**src/rtl/mips_ctl_pkg.sv**
```systemverilog
// mips_ctl_pkg: shared ALU codes, opcode/funct values and FSM state encoding
// for the multi-cycle MIPS control unit.
package mips_ctl_pkg;
    localparam logic [3:0] ALU_AND = 4'h0;
    localparam logic [3:0] ALU_OR  = 4'h1;
    localparam logic [3:0] ALU_ADD = 4'h2;
    localparam logic [3:0] ALU_SUB = 4'h6;
    localparam logic [3:0] ALU_SLT = 4'h7;
    localparam logic [3:0] ALU_NOR = 4'hC;

    localparam logic [5:0] OP_R    = 6'h00;
    localparam logic [5:0] OP_J    = 6'h02;
    localparam logic [5:0] OP_BEQ  = 6'h04;
    localparam logic [5:0] OP_BNE  = 6'h05;
    localparam logic [5:0] OP_ADDI = 6'h08;
    localparam logic [5:0] OP_SLTI = 6'h0A;
    localparam logic [5:0] OP_ANDI = 6'h0C;
    localparam logic [5:0] OP_ORI  = 6'h0D;
    localparam logic [5:0] OP_LW   = 6'h23;
    localparam logic [5:0] OP_SW   = 6'h2B;

    localparam logic [5:0] FN_ADD = 6'h20;
    localparam logic [5:0] FN_SUB = 6'h22;
    localparam logic [5:0] FN_AND = 6'h24;
    localparam logic [5:0] FN_OR  = 6'h25;
    localparam logic [5:0] FN_NOR = 6'h27;
    localparam logic [5:0] FN_SLT = 6'h2A;

    typedef enum logic [1:0] {AOP_ADD, AOP_SUB, AOP_FUNCT, AOP_IMM} aluop_t;

    typedef enum logic [3:0] {
        S_FETCH  = 4'd0,
        S_DECODE = 4'd1,
        S_EXEC   = 4'd2,
        S_RWB    = 4'd3,
        S_MEMADR = 4'd4,
        S_MEMRD  = 4'd5,
        S_MEMWB  = 4'd6,
        S_MEMWR  = 4'd7,
        S_BRANCH = 4'd8,
        S_JUMP   = 4'd9,
        S_IMMEX  = 4'd10,
        S_IWB    = 4'd11
    } state_t;
endpackage

```
**src/rtl/mips_alu_decode.sv**
```systemverilog
// mips_alu_decode: maps the FSM's ALU request plus Op/Funct to a 4-bit ALU code,
// flagging R-type funct values the ALU does not implement.
module mips_alu_decode
    import mips_ctl_pkg::*;
(
    input  logic [5:0] op,
    input  logic [5:0] funct,
    input  aluop_t     aluop,
    output logic [3:0] alu_code,
    output logic       illegal_funct
);
    always_comb begin
        alu_code = ALU_ADD;
        illegal_funct = 1'b0;
        case (aluop)
            AOP_SUB: alu_code = ALU_SUB;
            AOP_FUNCT:
                case (funct)
                    FN_ADD:  alu_code = ALU_ADD;
                    FN_SUB:  alu_code = ALU_SUB;
                    FN_AND:  alu_code = ALU_AND;
                    FN_OR:   alu_code = ALU_OR;
                    FN_NOR:  alu_code = ALU_NOR;
                    FN_SLT:  alu_code = ALU_SLT;
                    default: illegal_funct = 1'b1;
                endcase
            AOP_IMM:
                case (op)
                    OP_ANDI: alu_code = ALU_AND;
                    OP_ORI:  alu_code = ALU_OR;
                    OP_SLTI: alu_code = ALU_SLT;
                    default: alu_code = ALU_ADD;
                endcase
            default: alu_code = ALU_ADD;
        endcase
    end
endmodule

```
**src/rtl/mips_multicycle_ctl.sv**
```systemverilog
// mips_multicycle_ctl: multi-cycle MIPS main control FSM driving datapath
// enables/selects, with memory states stretched by mem_wait.
module mips_multicycle_ctl
    import mips_ctl_pkg::*;
#(
    parameter int ALUCTL_W = 5
) (
    input  logic                clock,
    input  logic                reset,
    input  logic [5:0]          Op,
    input  logic [5:0]          Funct,
    input  logic                Zero,
    input  logic                mem_wait,
    output logic [ALUCTL_W-1:0] ALUctl,
    output logic                ALUSrcA,
    output logic [1:0]          ALUSrcB,
    output logic [1:0]          PCSource,
    output logic                PCEn,
    output logic                IorD,
    output logic                MemRead,
    output logic                MemWrite,
    output logic                IRWrite,
    output logic                MemtoReg,
    output logic                RegDst,
    output logic                RegWrite,
    output logic                illegal
);
    state_t     state, next;
    aluop_t     aluop;
    logic [3:0] alu_code;
    logic       illegal_funct, pc_write, pc_write_cond;

    always_ff @(posedge clock) state <= reset ? S_FETCH : next;

    assign aluop = state == S_EXEC   ? AOP_FUNCT :
                   state == S_IMMEX  ? AOP_IMM   :
                   state == S_BRANCH ? AOP_SUB   : AOP_ADD;

    mips_alu_decode u_alu_decode (
        .op           (Op),
        .funct        (Funct),
        .aluop        (aluop),
        .alu_code     (alu_code),
        .illegal_funct(illegal_funct)
    );

    assign ALUctl = reset ? '0 : ALUCTL_W'(alu_code);
    // pc_write_cond is only raised in BRANCH, so Zero cannot reach PCEn elsewhere
    assign PCEn = pc_write | (pc_write_cond & (Zero ^ (Op == OP_BNE)));

    always_comb begin
        next = state;
        ALUSrcA = 1'b0;
        ALUSrcB = 2'd0;
        PCSource = 2'd0;
        pc_write = 1'b0;
        pc_write_cond = 1'b0;
        IorD = 1'b0;
        MemRead = 1'b0;
        MemWrite = 1'b0;
        IRWrite = 1'b0;
        MemtoReg = 1'b0;
        RegDst = 1'b0;
        RegWrite = 1'b0;
        illegal = 1'b0;
        if (!reset) begin
            case (state)
                S_FETCH: begin
                    MemRead = 1'b1;
                    ALUSrcB = 2'd1;
                    IRWrite = !mem_wait;
                    pc_write = !mem_wait;
                    next = mem_wait ? S_FETCH : S_DECODE;
                end
                S_DECODE: begin
                    ALUSrcB = 2'd3;
                    case (Op)
                        OP_R:                              next = S_EXEC;
                        OP_LW, OP_SW:                      next = S_MEMADR;
                        OP_BEQ, OP_BNE:                    next = S_BRANCH;
                        OP_J:                              next = S_JUMP;
                        OP_ADDI, OP_ANDI, OP_ORI, OP_SLTI: next = S_IMMEX;
                        default: begin
                            illegal = 1'b1;
                            next = S_FETCH;
                        end
                    endcase
                end
                S_EXEC: begin
                    ALUSrcA = 1'b1;
                    illegal = illegal_funct;
                    next = illegal_funct ? S_FETCH : S_RWB;
                end
                S_RWB: begin
                    RegDst = 1'b1;
                    RegWrite = 1'b1;
                    next = S_FETCH;
                end
                S_MEMADR: begin
                    ALUSrcA = 1'b1;
                    ALUSrcB = 2'd2;
                    next = Op == OP_LW ? S_MEMRD : S_MEMWR;
                end
                S_MEMRD: begin
                    MemRead = 1'b1;
                    IorD = 1'b1;
                    next = mem_wait ? S_MEMRD : S_MEMWB;
                end
                S_MEMWB: begin
                    MemtoReg = 1'b1;
                    RegWrite = 1'b1;
                    next = S_FETCH;
                end
                S_MEMWR: begin
                    MemWrite = 1'b1;
                    IorD = 1'b1;
                    next = mem_wait ? S_MEMWR : S_FETCH;
                end
                S_BRANCH: begin
                    ALUSrcA = 1'b1;
                    PCSource = 2'd1;
                    pc_write_cond = 1'b1;
                    next = S_FETCH;
                end
                S_JUMP: begin
                    PCSource = 2'd2;
                    pc_write = 1'b1;
                    next = S_FETCH;
                end
                S_IMMEX: begin
                    ALUSrcA = 1'b1;
                    ALUSrcB = 2'd2;
                    next = S_IWB;
                end
                S_IWB: begin
                    RegWrite = 1'b1;
                    next = S_FETCH;
                end
                default: next = S_FETCH;
            endcase
        end
    end
endmodule
```
**config.mk**
```make
export PLATFORM = sky130hd
export DESIGN_NAME = mips_multicycle_ctl
export DESIGN_NICKNAME = d
export VERILOG_FILES = /design/src/rtl/mips_ctl_pkg.sv /design/src/rtl/mips_alu_decode.sv /design/src/rtl/mips_multicycle_ctl.sv
export SDC_FILE = /design/constraint.sdc
export NUM_CORES = 1
export LEC_CHECK = 0
export ABC_AREA = 1
export BUFFER_PORTS_ARGS = -buffer_cell sky130_fd_sc_hd__clkbuf_2
export CAP_MARGIN = 20
export CORE_MARGIN = 2
export CORE_UTILIZATION = 42
export DETAILED_ROUTE_END_ITERATION = 12
export HOLD_SLACK_MARGIN = 0.15
export PLACE_DENSITY = 0.76
export SETUP_SLACK_MARGIN = 0.4
export SLEW_MARGIN = 20
export SYNTH_ARGS = -nofsm -noshare
export SYNTH_HDL_FRONTEND = slang
export SYNTH_SLANG_ARGS = --single-unit
export TNS_END_PERCENT = 1
```
**constraint.sdc**
```tcl
create_clock -name clock -period 1.25 [get_ports clock]
set_clock_uncertainty 0.05 [all_clocks]
set_input_delay 0.25 -clock clock [delete_from_list [all_inputs] [get_ports clock]]
set_output_delay 0.25 -clock clock [all_outputs]
set_load 0.005 [all_outputs]
```
==> results list <==
* Total number of clock tree sinks: 4
- 35 I/O pins were placed.
- Power spread over the standard cell area amounts to 398 mW/mm^2.
- Initial core utilization: 44.6%
* Final max-slew violation count: 0
- Dividing the detail-routed via count by the number of cells gives 5.02.
* Register bit total from synthesis: 4
- Sequential cells were found to cover 10.4% of the synthesized design area.
- Counting buffers and inverters, the worst setup path is 7 cells deep.
- Setup violations remaining at the end of the flow were counted as 20.
* Initial drt markers: 33
* Mapped cell area: between 700 and 800 um^2
- Wires add up to 2900 um.
- Synth cell types: 24
* Die Ht: 46.8 um
- The top cell types in the final layout, fill and taps aside, are sky130_fd_sc_hd__nand2_1 (33), sky130_fd_sc_hd__clkbuf_2 (32), sky130_fd_sc_hd__buf_4 (31), sky130_fd_sc_hd__nor2_1 (26), sky130_fd_sc_hd__inv_1 (21).
* Overall overflow remaining after global route: 0
* Largest registers: state (4)
- Max reg flops: 4
- Top reg by flops: state
* Worst supply voltage drop on vdd: 0.000337 V
- Overall Power: between 500 and 600 uW
- The worst register-to-register path begins at state[2]$_SDFF_PP0_.
* # Max-Cap Violations: 0
* Commonest non-fill, non-tap cell in the layout: sky130_fd_sc_hd__nand2_1
- At the end of routability-driven placement, the weighted congestion stood at 0.911.
- First-pass GRT wire length: about 3900 um
- In this run the most critical hold path is launched from mem_wait.
- The floorplan has 15 rows.
- Dividing the final minimum period by the clock period gives 144%.
- Dividing the detail-routed wire length by the instance count gives around 12 um.
- The worst setup path is of the reg2out kind.
- The area growth from synthesis to layout is 74.8%.
- The critical path contains buffers and inverters numbering 2 combined.
- Worst reg2reg path depth: 10
- For this run, the number of Yosys warnings is 0.
- Sw power: 189 uW
* Sequential cell area: about 86 um^2
- Maximum number of pins on one net before global-route repair: 9
* Number of nets in the final layout: 240
- Combinational logic is responsible for 44.1% of the overall power.
- The worst setup path is launched from a register.
- The critical path goes through inv_4, nor2_4, nand2_2, a21oi_4, nand2_1, a31oi_1, buf_2.
- The filler cells instantiated in the layout total 135.
* Sort of element at the end of the critical path: output port
- DR DRC count: 0
- HPWL reported at the end of detailed placement: 2060 um
- For the worst setup path, the data arrival time is 1500 ps.
- Antenna diode count: 0
- Flop2flop setup slack: -130 ps
- Internal power component: about 350 uW
- Final hold analysis gives a worst-case slack of 282 ps.
- The slowest stage of the critical path is the sky130_fd_sc_hd__dfxtp_2 cell.
* Clock period minus final worst setup slack: 1800 ps
* Multi-input gate area: ~680 um^2
- Measured along the x axis, the die boundary spans 46.8 um.
- Required time worst endpoint: approximately 950 ps
* Biggest fanout along the worst timing path: 4
- Derived from the worst setup path, the maximum achievable clock frequency is 0.555 GHz.
- Part of the total power dissipated in the clock network: 30.3%
- Antenna violations before repair: 0
- Synthesis handed over a netlist of about 160 instances.
- Buffers placed on the I/O ports in this run total 33.
* Status: complete, but fails checks
- In this design, the stage delay of the slowest critical-path cell is 350 ps.
- In this run the worst hold path is classified as in2reg.
- CTS built an H-tree with a depth of 1.
- Setup crit end: ALUctl[2]
- On the critical path the largest part of the delay comes from simple AND/OR/NAND/NOR gates.
- Vias: around 1200
- Synth Area per Inst: 4.93 um^2
- The number of nets in the synthesized netlist is approximately 170.
- Start point of the critical path: state[1]$_SDFF_PP0_
- Share of final-layout standard cells stronger than drive strength 1: 48.2%
- Endpoints failing hold: 0
- Setup repair after global routing missed its margin: true
* Worst path setup slack after routing: -553 ps
* Clk slew on worst S/H paths: 40 ps
* Skew-Pair Late Insertion Delay: roughly 240 ps
- The checks that failed: setup timing.
- Hold_buf cts: 0
- In this run switching power makes up a little over a third of total power.
* Via count of the first global-routing pass: 1031
- The worst register-to-register path ends at state[0]$_SDFF_PP0_.
* Leak Pwr: 0.000751 uW
* Register share of total power: 25.5%
- TritonCTS built the clock tree.
- In this run the deepest clock path goes through 2 buffers.
- Root cell of the clock tree: sky130_fd_sc_hd__clkbuf_4
* DIE AREA: between 0.002 and 0.0025 mm^2
* Placeable Area: about 0.0017 mm^2
- Length of the first detailed-routing pass in iterations: 5
* GR Util All Layers: 24.1%
- In this run the remaining antenna-violating nets after routing total 0.
- CTS buffer count: 3
logic make-up (layout without fill, tap and decap cells):
group | Yosys count | after routing | synth area share [%]
AND/OR/NAND/NOR | 107 | 107 | 62.6
flip-flops | 4 | 4 | 10.4
AO/OA/AOI/OAI | 15 | 15 | 11.9
buffers and inverters | 29 | 95 | 14.6
other | 1 | 1 | 0.487
worst min-delay path: cells and delay by family:
kind            cells  cell delay, ps
buf+inv             1             110
simple gates        1              80
compound gates      1              80
cell type report:
cell class	instances	share of cell area [%]
Inverter	27	8.28
Clock buffer	3	1.67
Tap cell	25	2.33
Timing Repair Buffer	65	30.4
Sequential cell	4	6.42
Multi-Input combinational cell	123	50.9
metal layers:
metal	GRT usage [%]	wire length (um)
met5	0	0
met4	8.33	55
met3	1.54	171
met2	46.8	1540
met1	27.4	1130
worst min-delay path by stage:
stage	endpoint	slack [ps]	cells past startpoint
6_report	state[2]$_SDFF_PP0_	280	3
5_1_grt	state[2]$_SDFF_PP0_	310	3
4_1_cts	state[2]$_SDFF_PP0_	310	3
3_5_place_dp	state[2]$_SDFF_PP0_	540	3
3_3_place_gp	state[2]$_SDFF_PP0_	530	3
2_1_floorplan	state[2]$_SDFF_PP0_	400	2
power by group through the flow:
| stage | sequential [uW] | clock, uW | combinational (uW) |
|---|---|---|---|
| after detailed placement | 139 | 0 | 213 |
| after global routing | 137 | 168 | 259 |
| after CTS | 138 | 163 | 219 |
| after global placement | 139 | 0 | 206 |
| final | 137 | 162 | 236 |
| after floorplan | 139 | 0 | 101 |
cells in the mapped netlist:
cell / n / share of area (%)
sky130_fd_sc_hd__nand3b_1: 3 / 2.9
sky130_fd_sc_hd__nand4_1: 4 / 3.3
sky130_fd_sc_hd__o21ai_0: 2 / 1.3
sky130_fd_sc_hd__o31ai_1: 1 / 0.98
sky130_fd_sc_hd__a21oi_1: 6 / 3.9
sky130_fd_sc_hd__a31oi_1: 3 / 2.4
sky130_fd_sc_hd__nand3_1: 14 / 9.1
sky130_fd_sc_hd__nor2_1: 34 / 17
sky130_fd_sc_hd__nand2_2: 1 / 0.81
sky130_fd_sc_hd__nand2_1: 41 / 20
sky130_fd_sc_hd__nor3_1: 4 / 2.6
sky130_fd_sc_hd__a21boi_2: 1 / 1.5
sky130_fd_sc_hd__dfxtp_1: 4 / 10
sky130_fd_sc_hd__nor2_4: 3 / 4.4
sky130_fd_sc_hd__nor2_2: 1 / 0.81
sky130_fd_sc_hd__o22ai_1: 1 / 0.81
sky130_fd_sc_hd__inv_1: 26 / 13
sky130_fd_sc_hd__buf_4: 1 / 0.98
sky130_fd_sc_hd__clkbuf_1: 1 / 0.49
sky130_fd_sc_hd__conb_1: 1 / 0.49
sky130_fd_sc_hd__nand3_2: 1 / 1.3
sky130_fd_sc_hd__or2_2: 1 / 0.81
sky130_fd_sc_hd__inv_2: 1 / 0.49
sky130_fd_sc_hd__o21a_1: 1 / 0.98
metrics by stage:
| stage | cell area, um^2 | instances | util, % | setup TNS (ps) | worst slack (ps) |
|---|---|---|---|---|---|
| 2_1_floorplan | 808 | 156 | - | -72.2 | -35.2 |
| 3_3_place_gp | 1210 | 241 | 70.1 | -1660 | -220 |
| 3_5_place_dp | 1210 | 241 | 70.1 | -2160 | -278 |
| 4_1_cts | 1260 | 245 | 73.3 | -5680 | -492 |
| 5_1_grt | 1350 | 247 | 77.9 | -7710 | -582 |
| 6_report | 1350 | 247 | 77.9 | -6780 | -553 |
timing repair:
| action | 4_1_cts | 5_1_grt |
|---|---|---|
| buffers inserted | 1 | 2 |
| pin swaps | 1 | 5 |
| resized for setup | 10 | 19 |
| setup endpoints to repair | 22 | 22 |
No activity file was read; power rests on OpenSTA's default activity.
